===== config.mk =====
export PLATFORM = sky130hd
export DESIGN_NAME = rf_wr_sched
export DESIGN_NICKNAME = d
export VERILOG_FILES = /design/src/rtl/rf_wr_sched.sv
export SDC_FILE = /design/constraint.sdc
export NUM_CORES = 1
export LEC_CHECK = 0
export BUFFER_PORTS_ARGS = -buffer_cell sky130_fd_sc_hd__clkbuf_2
export CAP_MARGIN = 20
export CELL_PAD_IN_SITES_DETAIL_PLACEMENT = 1
export CELL_PAD_IN_SITES_GLOBAL_PLACEMENT = 1
export CORE_AREA = 2 2 161 163
export CTS_CLUSTER_DIAMETER = 40
export DETAILED_ROUTE_END_ITERATION = 10
export DIE_AREA = 0 0 163 165
export GPL_TIMING_DRIVEN = 0
export MAX_ROUTING_LAYER = met4
export PLACE_DENSITY = 0.76
export SETUP_SLACK_MARGIN = 0.05
export SLEW_MARGIN = 20
export SYNTH_ARGS = -nofsm -noshare
export SYNTH_HDL_FRONTEND = slang
export SYNTH_SLANG_ARGS = --single-unit
export TNS_END_PERCENT = 100

===== constraint.sdc =====
create_clock -name clk -period 3.4 [get_ports clk]
set_input_delay 0.68 -clock clk [delete_from_list [all_inputs] [get_ports clk]]
set_output_delay 0.68 -clock clk [all_outputs]
set_load 0.005 [all_outputs]

===== src/rtl/rf_wr_sched.sv =====
// rf_wr_sched: merges pipeline writeback, dribbler fill and microcode writes
// onto the two register-file write ports (d, e) and registers the winners.
// Optional feature: define RF_WR_BYPASS_EN to forward in-flight write data
// from the registered write ports onto the three read ports.

module rf_wr_sched (
  input  logic        clk,
  input  logic        reset,
  input  logic        wb_vld,
  input  logic [5:0]  wb_addr,
  input  logic [31:0] wb_data,
  input  logic        drib_req,
  input  logic [5:0]  drib_addr,
  input  logic [31:0] drib_data,
  output logic        drib_gnt,
  input  logic        uc_req,
  input  logic [5:0]  uc_addr,
  input  logic [31:0] uc_data,
  output logic        uc_gnt,
  output logic        we_d,
  output logic [5:0]  add_d,
  output logic [31:0] di_d,
  output logic        we_e,
  output logic [5:0]  add_e,
  output logic [31:0] di_e,
  input  logic [5:0]  rd_add_a,
  input  logic [5:0]  rd_add_b,
  input  logic [5:0]  rd_add_c,
  input  logic [31:0] rf_do_a,
  input  logic [31:0] rf_do_b,
  input  logic [31:0] rf_do_c,
  output logic [31:0] rd_a,
  output logic [31:0] rd_b,
  output logic [31:0] rd_c
);

  logic        rr;
  logic        fav_req, oth_req;
  logic [5:0]  fav_addr, oth_addr;
  logic [31:0] fav_data, oth_data;
  logic        fav_ok, oth_ok, fav_gnt, oth_gnt;
  logic        d_vld, e_vld;
  logic [5:0]  d_addr, e_addr;
  logic [31:0] d_data, e_data;

  // Reorder drib/uc into favoured/other according to the round-robin pointer.
  always_comb begin
    if (rr) begin
      fav_req  = uc_req;
      fav_addr = uc_addr;
      fav_data = uc_data;
      oth_req  = drib_req;
      oth_addr = drib_addr;
      oth_data = drib_data;
    end else begin
      fav_req  = drib_req;
      fav_addr = drib_addr;
      fav_data = drib_data;
      oth_req  = uc_req;
      oth_addr = uc_addr;
      oth_data = uc_data;
    end
  end

  // Grant decision: wb blocks its address and takes port d; the favoured
  // requester wins a single free slot; a blocked favoured requester leaves
  // the slot to the other requester so no cycle is wasted.
  always_comb begin
    fav_ok  = fav_req && !(wb_vld && (fav_addr == wb_addr));
    oth_ok  = oth_req && !(wb_vld && (oth_addr == wb_addr))
                      && !(fav_ok && (oth_addr == fav_addr));
    fav_gnt = !reset && fav_ok;
    oth_gnt = !reset && oth_ok && !(wb_vld && fav_ok);
  end

  assign drib_gnt = rr ? oth_gnt : fav_gnt;
  assign uc_gnt   = rr ? fav_gnt : oth_gnt;

  // Place granted writes on ports in precedence order: first to d, second to e.
  always_comb begin
    d_vld  = 1'b0;
    d_addr = 6'd0;
    d_data = 32'd0;
    e_vld  = 1'b0;
    e_addr = 6'd0;
    e_data = 32'd0;
    if (wb_vld && !reset) begin
      d_vld  = 1'b1;
      d_addr = wb_addr;
      d_data = wb_data;
      if (fav_gnt) begin
        e_vld  = 1'b1;
        e_addr = fav_addr;
        e_data = fav_data;
      end else if (oth_gnt) begin
        e_vld  = 1'b1;
        e_addr = oth_addr;
        e_data = oth_data;
      end
    end else if (fav_gnt) begin
      d_vld  = 1'b1;
      d_addr = fav_addr;
      d_data = fav_data;
      if (oth_gnt) begin
        e_vld  = 1'b1;
        e_addr = oth_addr;
        e_data = oth_data;
      end
    end else if (oth_gnt) begin
      d_vld  = 1'b1;
      d_addr = oth_addr;
      d_data = oth_data;
    end
  end

  // Register the write ports and advance the round-robin pointer when the
  // favoured requester was served; address/data hold across idle cycles.
  always_ff @(posedge clk) begin
    if (reset) begin
      rr    <= 1'b0;
      we_d  <= 1'b0;
      add_d <= 6'd0;
      di_d  <= 32'd0;
      we_e  <= 1'b0;
      add_e <= 6'd0;
      di_e  <= 32'd0;
    end else begin
      we_d <= d_vld;
      we_e <= e_vld;
      if (d_vld) begin
        add_d <= d_addr;
        di_d  <= d_data;
      end
      if (e_vld) begin
        add_e <= e_addr;
        di_e  <= e_data;
      end
      if (fav_gnt) rr <= ~rr;
    end
  end

`ifdef RF_WR_BYPASS_EN
  function automatic logic [31:0] bypass(input logic [5:0] ra, input logic [31:0] raw,
                                         input logic wd, input logic [5:0] ad, input logic [31:0] dd,
                                         input logic wev, input logic [5:0] ae, input logic [31:0] de);
    if (wd && (ra == ad))       return dd;
    else if (wev && (ra == ae)) return de;
    else                        return raw;
  endfunction

  // Forward data still in its RF write cycle so readers see it immediately.
  always_comb begin
    rd_a = bypass(rd_add_a, rf_do_a, we_d, add_d, di_d, we_e, add_e, di_e);
    rd_b = bypass(rd_add_b, rf_do_b, we_d, add_d, di_d, we_e, add_e, di_e);
    rd_c = bypass(rd_add_c, rf_do_c, we_d, add_d, di_d, we_e, add_e, di_e);
  end
`else
  logic unused_rd_add;
  assign unused_rd_add = ^{rd_add_a, rd_add_b, rd_add_c};
  assign rd_a = rf_do_a;
  assign rd_b = rf_do_b;
  assign rd_c = rf_do_c;
`endif

endmodule


==> results.sh <==
export IMPL_postSynthCellCount=688
export IMPL_leakagePower_nw=3.753
export IMPL_final_layout_size_suffix_gt1_share_pct=45.05
export IMPL_worstPathMaxFanout=10
export IMPL_final_hold_viol_count=0
export IMPL_cts_sinks=79
export IMPL_startpoint_type="flop"
export IMPL_grt_start_max_net_pins=20
export IMPL_max_freq_ghz=0.3092
export IMPL_place_area_um2=7660
export IMPL_clk_pin_slew_ns=0.06
export IMPL_synth_top_family_by_area="compound AO/OA/AOI/OAI gates"
export IMPL_required_ns=2.72
export IMPL_setup_viol=0
export IMPL_netlist_area_um2=5786
export IMPL_yosys_warnings=0
export IMPL_seqCellArea_um2=1582
export IMPL_worstPathArrival_ns=2.55
export IMPL_min_path_type="flop to flop"
export IMPL_grt_pass1_vias=6870
export IMPL_fin_area_um2=7989
export IMPL_grt_antenna_before_repair=0
export IMPL_synth_fa_ha_area_share_pct=0
export IMPL_core_area_um2=25040
export IMPL_fin_crit_sh_pct=95.11
export IMPL_gr_usage_all_layers_pct=19.83
export IMPL_synth_edf_count=0
export IMPL_synthMuxAreaShare_pct=8.413
export IMPL_synth_seq_cells=79
export IMPL_rows=58
export IMPL_final_common_cell="clkbuf_2"
export IMPL_wirelength_um=26870
export IMPL_fin_nets=1228
export IMPL_antenna_left=0
export IMPL_fin_util_pct=31.91
export IMPL_slew_viol_final=0
export IMPL_rsz0062_at_grt="false"
export IMPL_synthFlopType="dfxtp_1"
export IMPL_finClkSkew_ns=0.01322
export IMPL_cts_max_level=3
export IMPL_drtIter0Drc=325
export IMPL_ys_seq_area_share_pct=27.34
export IMPL_dpl_hpwl_um=21080
export IMPL_finalWorstSetupSlack_ns=0.1662
export IMPL_grt_ovfl_total=0
export IMPL_total_power_w=0.003613
export IMPL_synth_nets=921
export IMPL_cap_viol_max_count=0
export IMPL_synth_compound_area_share_pct=30.99
export IMPL_worstSkewPairLatency_ns=0.35
export IMPL_num_vias=6718
export IMPL_place_port_buffers=292
export IMPL_syn_avg_cell_area_um2=8.409
export IMPL_peakVddDrop_uv=207.4
export IMPL_multi_input_area_um2=3112
export IMPL_end_kind="output pin"
export IMPL_fp_dieW_um=163
export IMPL_min_to="di_d[7]"
export IMPL_clockBufferDepth=2
export IMPL_whs_path_depth=2
export IMPL_worst_pin_slew_ns=0.8064
export IMPL_cts_tree="yes"
export IMPL_power_density_nw_per_um2=452.2
export IMPL_place_congestion=0.8058
export IMPL_area_growth_pct=38.08
export IMPL_r2r_slack_ns=0.29
export IMPL_r2r_end="add_e[2]"
export IMPL_outcome="completed"
export IMPL_routedWlPerCell_um=20.22
export IMPL_hold_path_startpoint="di_d[7]"
export IMPL_place_ws_ns=-0.3352
export IMPL_dr_pass1_iters=5
export IMPL_clock_root_buffer="clkbuf_16"
export IMPL_drt_vias_per_instance=5.055
export IMPL_stdcell_count=1329
export IMPL_grt_first_pass_wirelength_um=39700
export IMPL_dpl_cell_count=1310
export IMPL_dieArea_um2=26900
export IMPL_rr_startpoint="rr"
export IMPL_r2r_cells=12
export IMPL_initial_core_util_pct=23.11
export IMPL_synth_xor_area_share_pct=2.876
export IMPL_route_detailed_drc=0
export IMPL_layout_common_cells="clkbuf_2, buf_4, dfxtp_1"
export IMPL_path_class="flop to output pin"
export IMPL_max_slew_margin_pct=46.24
export IMPL_ys_types=41
export IMPL_num_antenna_cells=0
export IMPL_fillers=3149
export IMPL_fin_crit_ns=3.234
export IMPL_boundaryPins=409
export IMPL_ys_async_sr_fraction_pct=0
export IMPL_cts_buffers=9
export IMPL_die_h_um=165
export IMPL_synthSimpleGateAreaFrac_pct=11.35
-- kinds of logic after synthesis --
kind of cell / after synthesis
XOR/XNOR: 19
flip-flops: 79
AO/OA/AOI/OAI: 221
multiplexers: 48
buffers and inverters: 176
AND/OR/NAND/NOR: 145
-- metrics by stage --
| stage | TNS [ns] | hold slack, ns |
|---|---|---|
| 3_5_place_dp | -5.473 | 0.4745 |
| 6_report | 0 | 0.4877 |
| 2_1_floorplan | 0 | 0.4785 |
| 5_1_grt | 0 | 0.5078 |
| 4_1_cts | 0 | 0.4910 |
| 3_3_place_gp | -3.991 | 0.4714 |
-- sequential cells by signal (all words and copies together) (netlist names) --
signal / flops
add_d: 6
add_e: 6
di_d: 32
di_e: 32
rr: 1
we_d: 1
we_e: 1
-- routing by layer --
metal | part of all wire, % | GRT usage (%) | wire [um] | vias up
li1 | - | - | - | 3112
met1 | 41 | 22.59 | 10940 | 3282
met2 | 51 | 35.32 | 13770 | 299
met3 | 6.7 | 4.169 | 1797 | 25
met4 | 1.3 | 5.310 | 361 | 0
met5 | 0 | - | 0 | -
-- worst max-delay path by stage --
stage	cells after the start	slack, ns	endpoint	start
3_5_place_dp	10	-0.34	uc_gnt	wb_vld
4_1_cts	10	0.1	uc_gnt	rr
5_1_grt	7	0.05	drib_gnt	wb_vld
6_report	10	0.17	uc_gnt	rr
3_3_place_gp	10	-0.29	uc_gnt	wb_vld
2_1_floorplan	9	0.43	drib_gnt	wb_vld
-- repair_timing --
item                                    in CTS  in global routing
resized for setup                            5                  2
buffers inserted                             4                  1
endpoints found under the setup margin       2                  2
gates cloned                                 0                  0
hold buffers                                 0                  0
pin swaps                                    3                  2
-- synthesized netlist by cell type, types with 19 or more instances --
cell | count | area, um^2
nor2_1 | 37 | 138.9
a22oi_1 | 31 | 232.7
buf_4 | 99 | 743.2
a221o_1 | 26 | 260.3
a21oi_1 | 46 | 230.2
mux2i_1 | 45 | 450.4
dfxtp_1 | 79 | 1582
nand3_1 | 38 | 190.2
clkbuf_1 | 42 | 157.7
buf_2 | 19 | 95.09
o221a_1 | 26 | 292.8
nand2_1 | 55 | 206.5
a32oi_1 | 38 | 332.8
-- cell type report --
cell class,instances,share of cell area [%]
multi-input cells,433,38.95
flip-flops and latches,79,19.80
repair buffers,297,18.76
plain buffers,165,13.41
well taps,330,5.168
clock buffers,12,3.211
inverters,10,0.4699
clock inverters,3,0.2349
-- critical path, cell delays in order (launching register included) --
cell and delay [ns]:
dfxtp_1 0.33, buf_6 0.16, mux2i_1 0.23, xnor2_1 0.21, nor4_4 0.09, buf_4 0.16, a211oi_4 0.27, buf_4 0.24
buf_2 0.23, mux2_2 0.19, clkbuf_2 0.11
-- power by group --
part / leakage (nW) / internal, W / switching, W
clock: 0.138 / 0.000531 / 0.000418
combinational: 2.96 / 0.000668 / 0.000857
sequential: 0.654 / 0.00106 / 0.0000773
total: 3.75 / 0.00226 / 0.00135
No activity file was read; power rests on OpenSTA's default activity.
